## src/rtl/text_pixel_gen_pkg.sv

```systemverilog
// Shared constants and types for the text-mode pixel generator.
package hdmi_text_pkg;

  localparam logic [9:0]  H_ACTIVE = 10'd640;
  localparam logic [9:0]  V_ACTIVE = 10'd480;
  localparam logic [6:0]  COLS     = 7'd80;
  localparam logic [4:0]  ROWS     = 5'd30;
  localparam logic [10:0] WORDS    = 11'd1200;
  localparam logic [3:0]  CHAR_W   = 4'd8;
  localparam logic [4:0]  CHAR_H   = 5'd16;

  // One character cell as stored in each VRAM half-word.
  typedef struct packed {
    logic       invert;
    logic [6:0] code;
    logic [3:0] fg;
    logic [3:0] bg;
  } char_attr_t;

  typedef struct packed {
    logic [3:0] r;
    logic [3:0] g;
    logic [3:0] b;
  } rgb12_t;

  // Word address of the cell pair under (x, y): row*40 + col/2, with
  // the multiply built from shifts so it maps onto two adders.
  function automatic logic [10:0] text_word_addr(input logic [9:0] x,
                                                 input logic [9:0] y);
    logic [10:0] row;
    logic [10:0] pair;
    row  = {5'd0, y[9:4]};
    pair = {5'd0, x[9:4]};
    return (row << 5) + (row << 3) + pair;
  endfunction

  // Pick one 12-bit {R,G,B} entry out of the flattened 16-entry palette.
  function automatic rgb12_t palette_lookup(input logic [191:0] pal,
                                            input logic [3:0]   idx);
    rgb12_t res;
    res = 12'h000;
    for (int i = 0; i < 16; i++) begin
      res = (idx == i[3:0]) ? rgb12_t'(pal[i*12 +: 12]) : res;
    end
    return res;
  endfunction

endpackage

```

## src/rtl/text_pixel_gen_if.sv

```systemverilog
// Memory-side bus of the pixel generator: VRAM display port and font ROM.
// Both memories answer one clock after the address is presented.
interface text_pixel_gen_if;

  logic [10:0] vram_addr;
  logic [31:0] vram_data;
  logic [10:0] font_addr;
  logic [7:0]  font_data;

  modport master (
    output vram_addr,
    output font_addr,
    input  vram_data,
    input  font_data
  );

  modport slave (
    input  vram_addr,
    input  font_addr,
    output vram_data,
    output font_data
  );

endinterface

```

## src/rtl/text_pixel_gen_sync_delay.sv

```systemverilog
// N-stage shift register that keeps syncs/data-enable aligned with the
// pixel pipeline. Stage 0 holds the newest sample.
module sync_delay #(
  parameter int N = 4,
  parameter int W = 3
) (
  input  logic         clk,
  input  logic         rst,
  input  logic [W-1:0] d,
  output logic [W-1:0] q
);

  logic [N-1:0][W-1:0] stage_r;

  // Shift the sync vector one stage per pixel clock.
  always_ff @(posedge clk or negedge rst) begin
    if (!rst) begin
      stage_r <= '0;
    end else begin
      stage_r <= {stage_r[N-2:0], d};
    end
  end

  assign q = stage_r[N-1];

endmodule

```

## src/rtl/text_pixel_gen.sv

```systemverilog
// Text-mode pixel generator: raster position -> VRAM word -> glyph row ->
// palette colour, as a fixed four-register pipeline with no stalls.
module text_pixel_gen
  import hdmi_text_pkg::*;
(
  input  logic                    clk,
  input  logic                    rst,
  input  logic [9:0]              drawX,
  input  logic [9:0]              drawY,
  input  logic                    hsync_in,
  input  logic                    vsync_in,
  input  logic                    vde_in,
  text_pixel_gen_if.master        mem,
  input  logic [191:0]            palette,
  output logic [3:0]              red,
  output logic [3:0]              green,
  output logic [3:0]              blue,
  output logic                    hsync,
  output logic                    vsync,
  output logic                    vde
);

  // S0: registered address and position
  logic        in_range_s;
  logic [10:0] vram_addr_r;
  logic [3:0]  s0_x_r;
  logic [3:0]  s0_row_r;
  logic        s0_vis_r;

  // S1: VRAM data is on the bus
  logic [3:0]  s1_x_r;
  logic [3:0]  s1_row_r;
  logic        s1_vis_r;
  logic        s1_live_r;
  char_attr_t  s1_char_s;
  logic [10:0] font_addr_s;

  // S2: glyph row is on the bus
  logic        s2_invert_r;
  logic [3:0]  s2_fg_r;
  logic [3:0]  s2_bg_r;
  logic [2:0]  s2_x_r;
  logic        s2_vis_r;
  logic        pix_s;
  logic [3:0]  idx_s;
  rgb12_t      colour_s;

  // S3: output register
  rgb12_t      rgb_r;
  logic [2:0]  sync_q_s;

  assign in_range_s = (drawX < H_ACTIVE) && (drawY < V_ACTIVE);

  // S0: sample the raster position; off-screen positions read word 0 so
  // the address can never run past the end of VRAM.
  always_ff @(posedge clk or negedge rst) begin
    if (!rst) begin
      vram_addr_r <= 11'd0;
      s0_x_r      <= 4'd0;
      s0_row_r    <= 4'd0;
      s0_vis_r    <= 1'b0;
    end else begin
      vram_addr_r <= in_range_s ? text_word_addr(drawX, drawY) : 11'd0;
      s0_x_r      <= drawX[3:0];
      s0_row_r    <= drawY[3:0];
      s0_vis_r    <= in_range_s & vde_in;
    end
  end

  assign mem.vram_addr = vram_addr_r;

  // S1: carry position alongside the VRAM read; live flags that S1 holds
  // a sample taken after reset, so font_addr stays 0 while in reset.
  always_ff @(posedge clk or negedge rst) begin
    if (!rst) begin
      s1_x_r    <= 4'd0;
      s1_row_r  <= 4'd0;
      s1_vis_r  <= 1'b0;
      s1_live_r <= 1'b0;
    end else begin
      s1_x_r    <= s0_x_r;
      s1_row_r  <= s0_row_r;
      s1_vis_r  <= s0_vis_r;
      s1_live_r <= 1'b1;
    end
  end

  // S1: choose the even/odd cell of the word and form the glyph address.
  always_comb begin
    s1_char_s   = s1_x_r[3] ? char_attr_t'(mem.vram_data[31:16])
                            : char_attr_t'(mem.vram_data[15:0]);
    font_addr_s = s1_live_r ? {s1_char_s.code, s1_row_r} : 11'd0;
  end

  assign mem.font_addr = font_addr_s;

  // S2: hold the cell attributes while the font ROM answers.
  always_ff @(posedge clk or negedge rst) begin
    if (!rst) begin
      s2_invert_r <= 1'b0;
      s2_fg_r     <= 4'd0;
      s2_bg_r     <= 4'd0;
      s2_x_r      <= 3'd0;
      s2_vis_r    <= 1'b0;
    end else begin
      s2_invert_r <= s1_char_s.invert;
      s2_fg_r     <= s1_char_s.fg;
      s2_bg_r     <= s1_char_s.bg;
      s2_x_r      <= s1_x_r[2:0];
      s2_vis_r    <= s1_vis_r;
    end
  end

  // S2: pick the glyph bit (bit 7 is leftmost) and resolve the colour
  // from the live palette, so palette writes show on the next pixel.
  always_comb begin
    pix_s    = mem.font_data[3'd7 - s2_x_r] ^ s2_invert_r;
    idx_s    = pix_s ? s2_fg_r : s2_bg_r;
    colour_s = palette_lookup(palette, idx_s);
  end

  // S3: register the pixel colour, black outside the visible area.
  always_ff @(posedge clk or negedge rst) begin
    if (!rst) begin
      rgb_r <= 12'h000;
    end else begin
      rgb_r <= s2_vis_r ? colour_s : 12'h000;
    end
  end

  assign red   = rgb_r.r;
  assign green = rgb_r.g;
  assign blue  = rgb_r.b;

  sync_delay #(
    .N(4),
    .W(3)
  ) u_sync_delay (
    .clk (clk),
    .rst (rst),
    .d   ({hsync_in, vsync_in, vde_in}),
    .q   (sync_q_s)
  );

  assign {hsync, vsync, vde} = sync_q_s;

endmodule

```

## src/flat_wrapper.sv

```systemverilog
// flat-port wrapper written by rule: the top's interface ports become plain ports
module text_pixel_gen_flat import hdmi_text_pkg::*;
  (clk, rst, drawX, drawY, hsync_in, vsync_in, vde_in, palette, red, green, blue, hsync, vsync, vde, mem_vram_addr, mem_font_addr, mem_vram_data, mem_font_data);
  text_pixel_gen_if mem_i ();
  input  logic clk;
  input  logic rst;
  input  logic [9:0] drawX;
  input  logic [9:0] drawY;
  input  logic hsync_in;
  input  logic vsync_in;
  input  logic vde_in;
  input  logic [191:0] palette;
  output logic [3:0] red;
  output logic [3:0] green;
  output logic [3:0] blue;
  output logic hsync;
  output logic vsync;
  output logic vde;
  output wire logic [$bits(mem_i.vram_addr)-1:0] mem_vram_addr;
  output wire logic [$bits(mem_i.font_addr)-1:0] mem_font_addr;
  input wire logic [$bits(mem_i.vram_data)-1:0] mem_vram_data;
  input wire logic [$bits(mem_i.font_data)-1:0] mem_font_data;
  assign mem_vram_addr = mem_i.vram_addr;
  assign mem_font_addr = mem_i.font_addr;
  assign mem_i.vram_data = mem_vram_data;
  assign mem_i.font_data = mem_font_data;
  text_pixel_gen u_core (.clk(clk), .rst(rst), .drawX(drawX), .drawY(drawY), .hsync_in(hsync_in), .vsync_in(vsync_in), .vde_in(vde_in), .mem(mem_i), .palette(palette), .red(red), .green(green), .blue(blue), .hsync(hsync), .vsync(vsync), .vde(vde));
endmodule
```

## config.mk

```make
export PLATFORM = sky130hd
export DESIGN_NAME = text_pixel_gen_flat
export DESIGN_NICKNAME = d
export VERILOG_FILES = /design/src/rtl/text_pixel_gen_pkg.sv /design/src/rtl/text_pixel_gen_if.sv /design/src/rtl/text_pixel_gen_sync_delay.sv /design/src/rtl/text_pixel_gen.sv /design/src/flat_wrapper.sv
export SDC_FILE = /design/constraint.sdc
export NUM_CORES = 1
export LEC_CHECK = 0
export BUFFER_PORTS_ARGS = -buffer_cell sky130_fd_sc_hd__buf_2
export CORE_AREA = 2 2 116 118
export CTS_CLUSTER_SIZE = 30
export DETAILED_ROUTE_END_ITERATION = 8
export DIE_AREA = 0 0 118 120
export PLACE_DENSITY_LB_ADDON = 0.05
export SLEW_MARGIN = 20
export SYNTH_ARGS = -nofsm -noshare
export SYNTH_HDL_FRONTEND = slang
export SYNTH_SLANG_ARGS = --single-unit
```

## constraint.sdc

```tcl
create_clock -name clk -period 6.5 [get_ports clk]
set_input_delay 1.625 -clock clk [delete_from_list [all_inputs] [get_ports clk]]
set_output_delay 1.625 -clock clk [all_outputs]
set_load 0.01 [all_outputs]
```

==> results.py <==
metrics = {
    "timing": {
        "setup_viol": 0,
        "rsz0062_at_grt": "no",
        "hold_viol": 0,
        "min_period_over_period": 0.764,
        "period_minus_slack_ps": 4970,
        "tightest_slew_ps": 1090,
        "final-max-slew-violation-count": 0,
        "max_freq_mhz": 201,
        "timing.slew.headroom": 0.271,
        "skew_ps": 3.96,
        "setup_tns_ps": 0,
    },
    "drt": {
        "first_iter_violations": 331,
        "wl_mm": 19.6,
        "wl_per_cell_um": 20.4,
        "drc": 0,
        "firstDrtPassIters": 5,
        "via_count": 5243,
        "ant_nets": 0,
        "vias_per_cell": 5.44,
    },
    "global_route": {
        "grt_max_degree": 68,
        "grt_first_pass_wirelength_mm": 29.5,
        "grt_pass1_vias": 5299,
        "gr-usage-all-layers": 0.273,
        "overflow": 0,
        "antenna_found_initial": 1,
    },
    "clock_tree": {
        "cts_sinks": 67,
        "clock_latency_ps": 330,
        "cts_tree": "built",
        "ctsRootBufferMaster": "clkbuf_16",
        "clock_path_buffers": 2,
        "cts_setup_buffers": 0,
        "hold_buffers": 0,
        "clkTransAtPathRegs_ps": 60,
        "cts_resized": 0,
        "h-tree-depth": 3,
        "cts_made_buffers": 9,
    },
    "logic_synthesis": {
        "async_flop_share": 1.00,
        "seq_area_frac_synth": 0.360,
        "synth_most_common_cell": "dfrtp_1",
        "ys_ff_latch": 67,
        "synthTopCellsByCount": "dfrtp_1 (67), mux2i_1 (40), nor2_1 (40)",
        "synth_edf_count": 0,
        "synth_top_cells_by_area": "dfrtp_1 (36%), mux2i_1 (8.6%), mux2_2 (6.0%)",
        "synth_cells": 493,
        "synth_top_area_cell": "dfrtp_1",
        "yosys.area.top_type_share": 0.360,
        "synth_ff_type": "dfrtp_1",
        "ys_types": 56,
        "synthesis.nets": 763,
        "ys_warn_count": 0,
        "synth_area_per_cell_sq_um": 9.45,
        "synth_area_sq_um": 4660,
    },
    "die": {
        "std_cell_rows": 42,
        "core_area_sq_um": 13000,
        "dieHeight_um": 120,
        "die_area_sq_um": 14200,
        "die_w_um": 118,
        "initial_core_util": 0.359,
        "ios": 294,
    },
    "worst_setup_path": {
        "critical_path.max_fanout": 31,
        "crit_required_ps": 6690,
        "crit_type": "primary input to flop",
        "cp_data_arrival_time_ps": 5160,
        "cp-start-kind": "primary input",
        "critPathCaptureType": "flop",
    },
    "placement": {
        "place_area_sq_um": 6290,
        "globalplace.congestion": 0.901,
        "hpwl_mm": 15.9,
        "port_buffers": 293,
    },
    "worst_hold_path": {
        "hold_class": "flop to flop",
    },
    "cells_and_area": {
        "nets": 1052,
        "area_delta_synth_final_pct": 41.1,
        "final_core_util": 0.506,
        "stdcell_area_sq_um": 6570,
        "diodes": 0,
        "final_layout_size_suffix_gt1_frac": 0.442,
    },
    "power_and_ir_drop": {
        "p_leak_nw": 3.33,
        "power.density_nw_per_um2": 212,
        "peakVddDrop_mv": 0.163,
        "total_power_w": 0.00139,
    },
    "flow_run": {
        "max_cap_violations": 0,
    },
    "status": {
        "outcome": "finished clean",
    },
}
==> per-stage QoR <==
step / std cells / setup slack [ps] / hold slack [ps]
global route: 963 / 1330 / 349
global placement: 947 / 1180 / 332
detailed placement: 947 / 1190 / 335
finish: 963 / 1530 / 345
floorplan: 493 / 2330 / 331
CTS: 963 / 1530 / 348
==> per-layer routing <==
layer / routed length (um) / GRT usage / share of wire / vias up
li1: - / - / - / 2455
met5: 0 / 0 / 0 / -
met4: 417 / 0.0821 / 0.021 / 0
met2: 9360 / 0.460 / 0.48 / 269
met1: 8190 / 0.345 / 0.42 / 2487
met3: 1670 / 0.0694 / 0.085 / 32
==> report_power, final <==
part,total (W),switching [W],internal [W]
combinational,0.000472,0.000259,0.000213
clock,0.000453,0.000182,0.000270
sequential,0.000470,0.0000265,0.000444
==> placed cells by master, fill, tap and decap left out, types with 3 or more instances in the layout <==
master     count
nor3_1        13
clkbuf_16      9
a211oi_1       9
mux2i_1       39
inv_1         12
buf_2        293
nand2b_1      12
o211ai_1      12
dfrtp_1       67
o211a_1        3
nand2_1       24
nor2b_1       17
buf_4          7
a222oi_1       8
a221oi_1       4
and2_1        14
nor2_1        40
a221o_1        4
a22o_1         3
o21ai_0       31
a21o_1        10
o22ai_1       10
or3_1          3
nand3_1       10
ha_1          11
a21oi_1       29
mux2_2        25
a22oi_1       27
==> sequential cells by signal, indices dropped and copies added (netlist names), 3 cells and up <==
| signal | flops |
|---|---|
| u_core.u_sync_delay.q | 3 |
| u_core.s2_fg_r | 4 |
| u_core.green | 4 |
| u_core.u_sync_delay.stage_r | 9 |
| u_core.red | 4 |
| u_core.s1_x_r | 4 |
| u_core.mem.vram_addr | 11 |
| u_core.s0_row_r | 4 |
| u_core.s2_bg_r | 4 |
| u_core.s1_row_r | 4 |
| u_core.s2_x_r | 3 |
| u_core.blue | 4 |
| u_core.s0_x_r | 4 |
==> worst paths after layout <==
path                       cells after the start                        endpoint                      startpoint  slack (ps)
max                                            9                  u_core.blue[1]                mem_font_data[0]        1530
min                                            0  u_core.u_sync_delay.stage_r[5]  u_core.u_sync_delay.stage_r[2]         350
max reg2reg                                    8                  u_core.blue[1]                u_core.s2_x_r[1]        2460
min reg2reg                                    0  u_core.u_sync_delay.stage_r[5]  u_core.u_sync_delay.stage_r[2]         350
max in group asynchronous                      2         u_core.mem.vram_addr[8]                             rst        4460
min in group asynchronous                      2                u_core.s0_x_r[3]                             rst        1490
==> worst max-delay path: stages <==
cell and delay, ps:
buf_2 90, mux4_2 440, mux2_2 340, xnor2_4 850, mux2i_1 880, a221oi_1 260
o21a_1 220, a21oi_1 280, o22ai_1 160
==> cell families after synthesis <==
logic type                 synth area share
other                              0.000805
DFF                                   0.360
muxes                                 0.156
and+or+nand+nor                       0.150
xor gates and xnor gates             0.0116
adders and majority gates            0.0381
AOI/OAI and AO/OA                     0.251
buffers and inverters                0.0330
==> layout make-up <==
cell class              count  area [sq um]
flip-flops and latches     67          1680
clock inverters             5          36.3
fillers                  1286          6410
repair buffers            300          1520
inverters                  12          45.0
multi-input cells         392          2830
clock buffers              11           243
well taps                 176           220
Note: power is estimated with default switching activity, not from simulation.
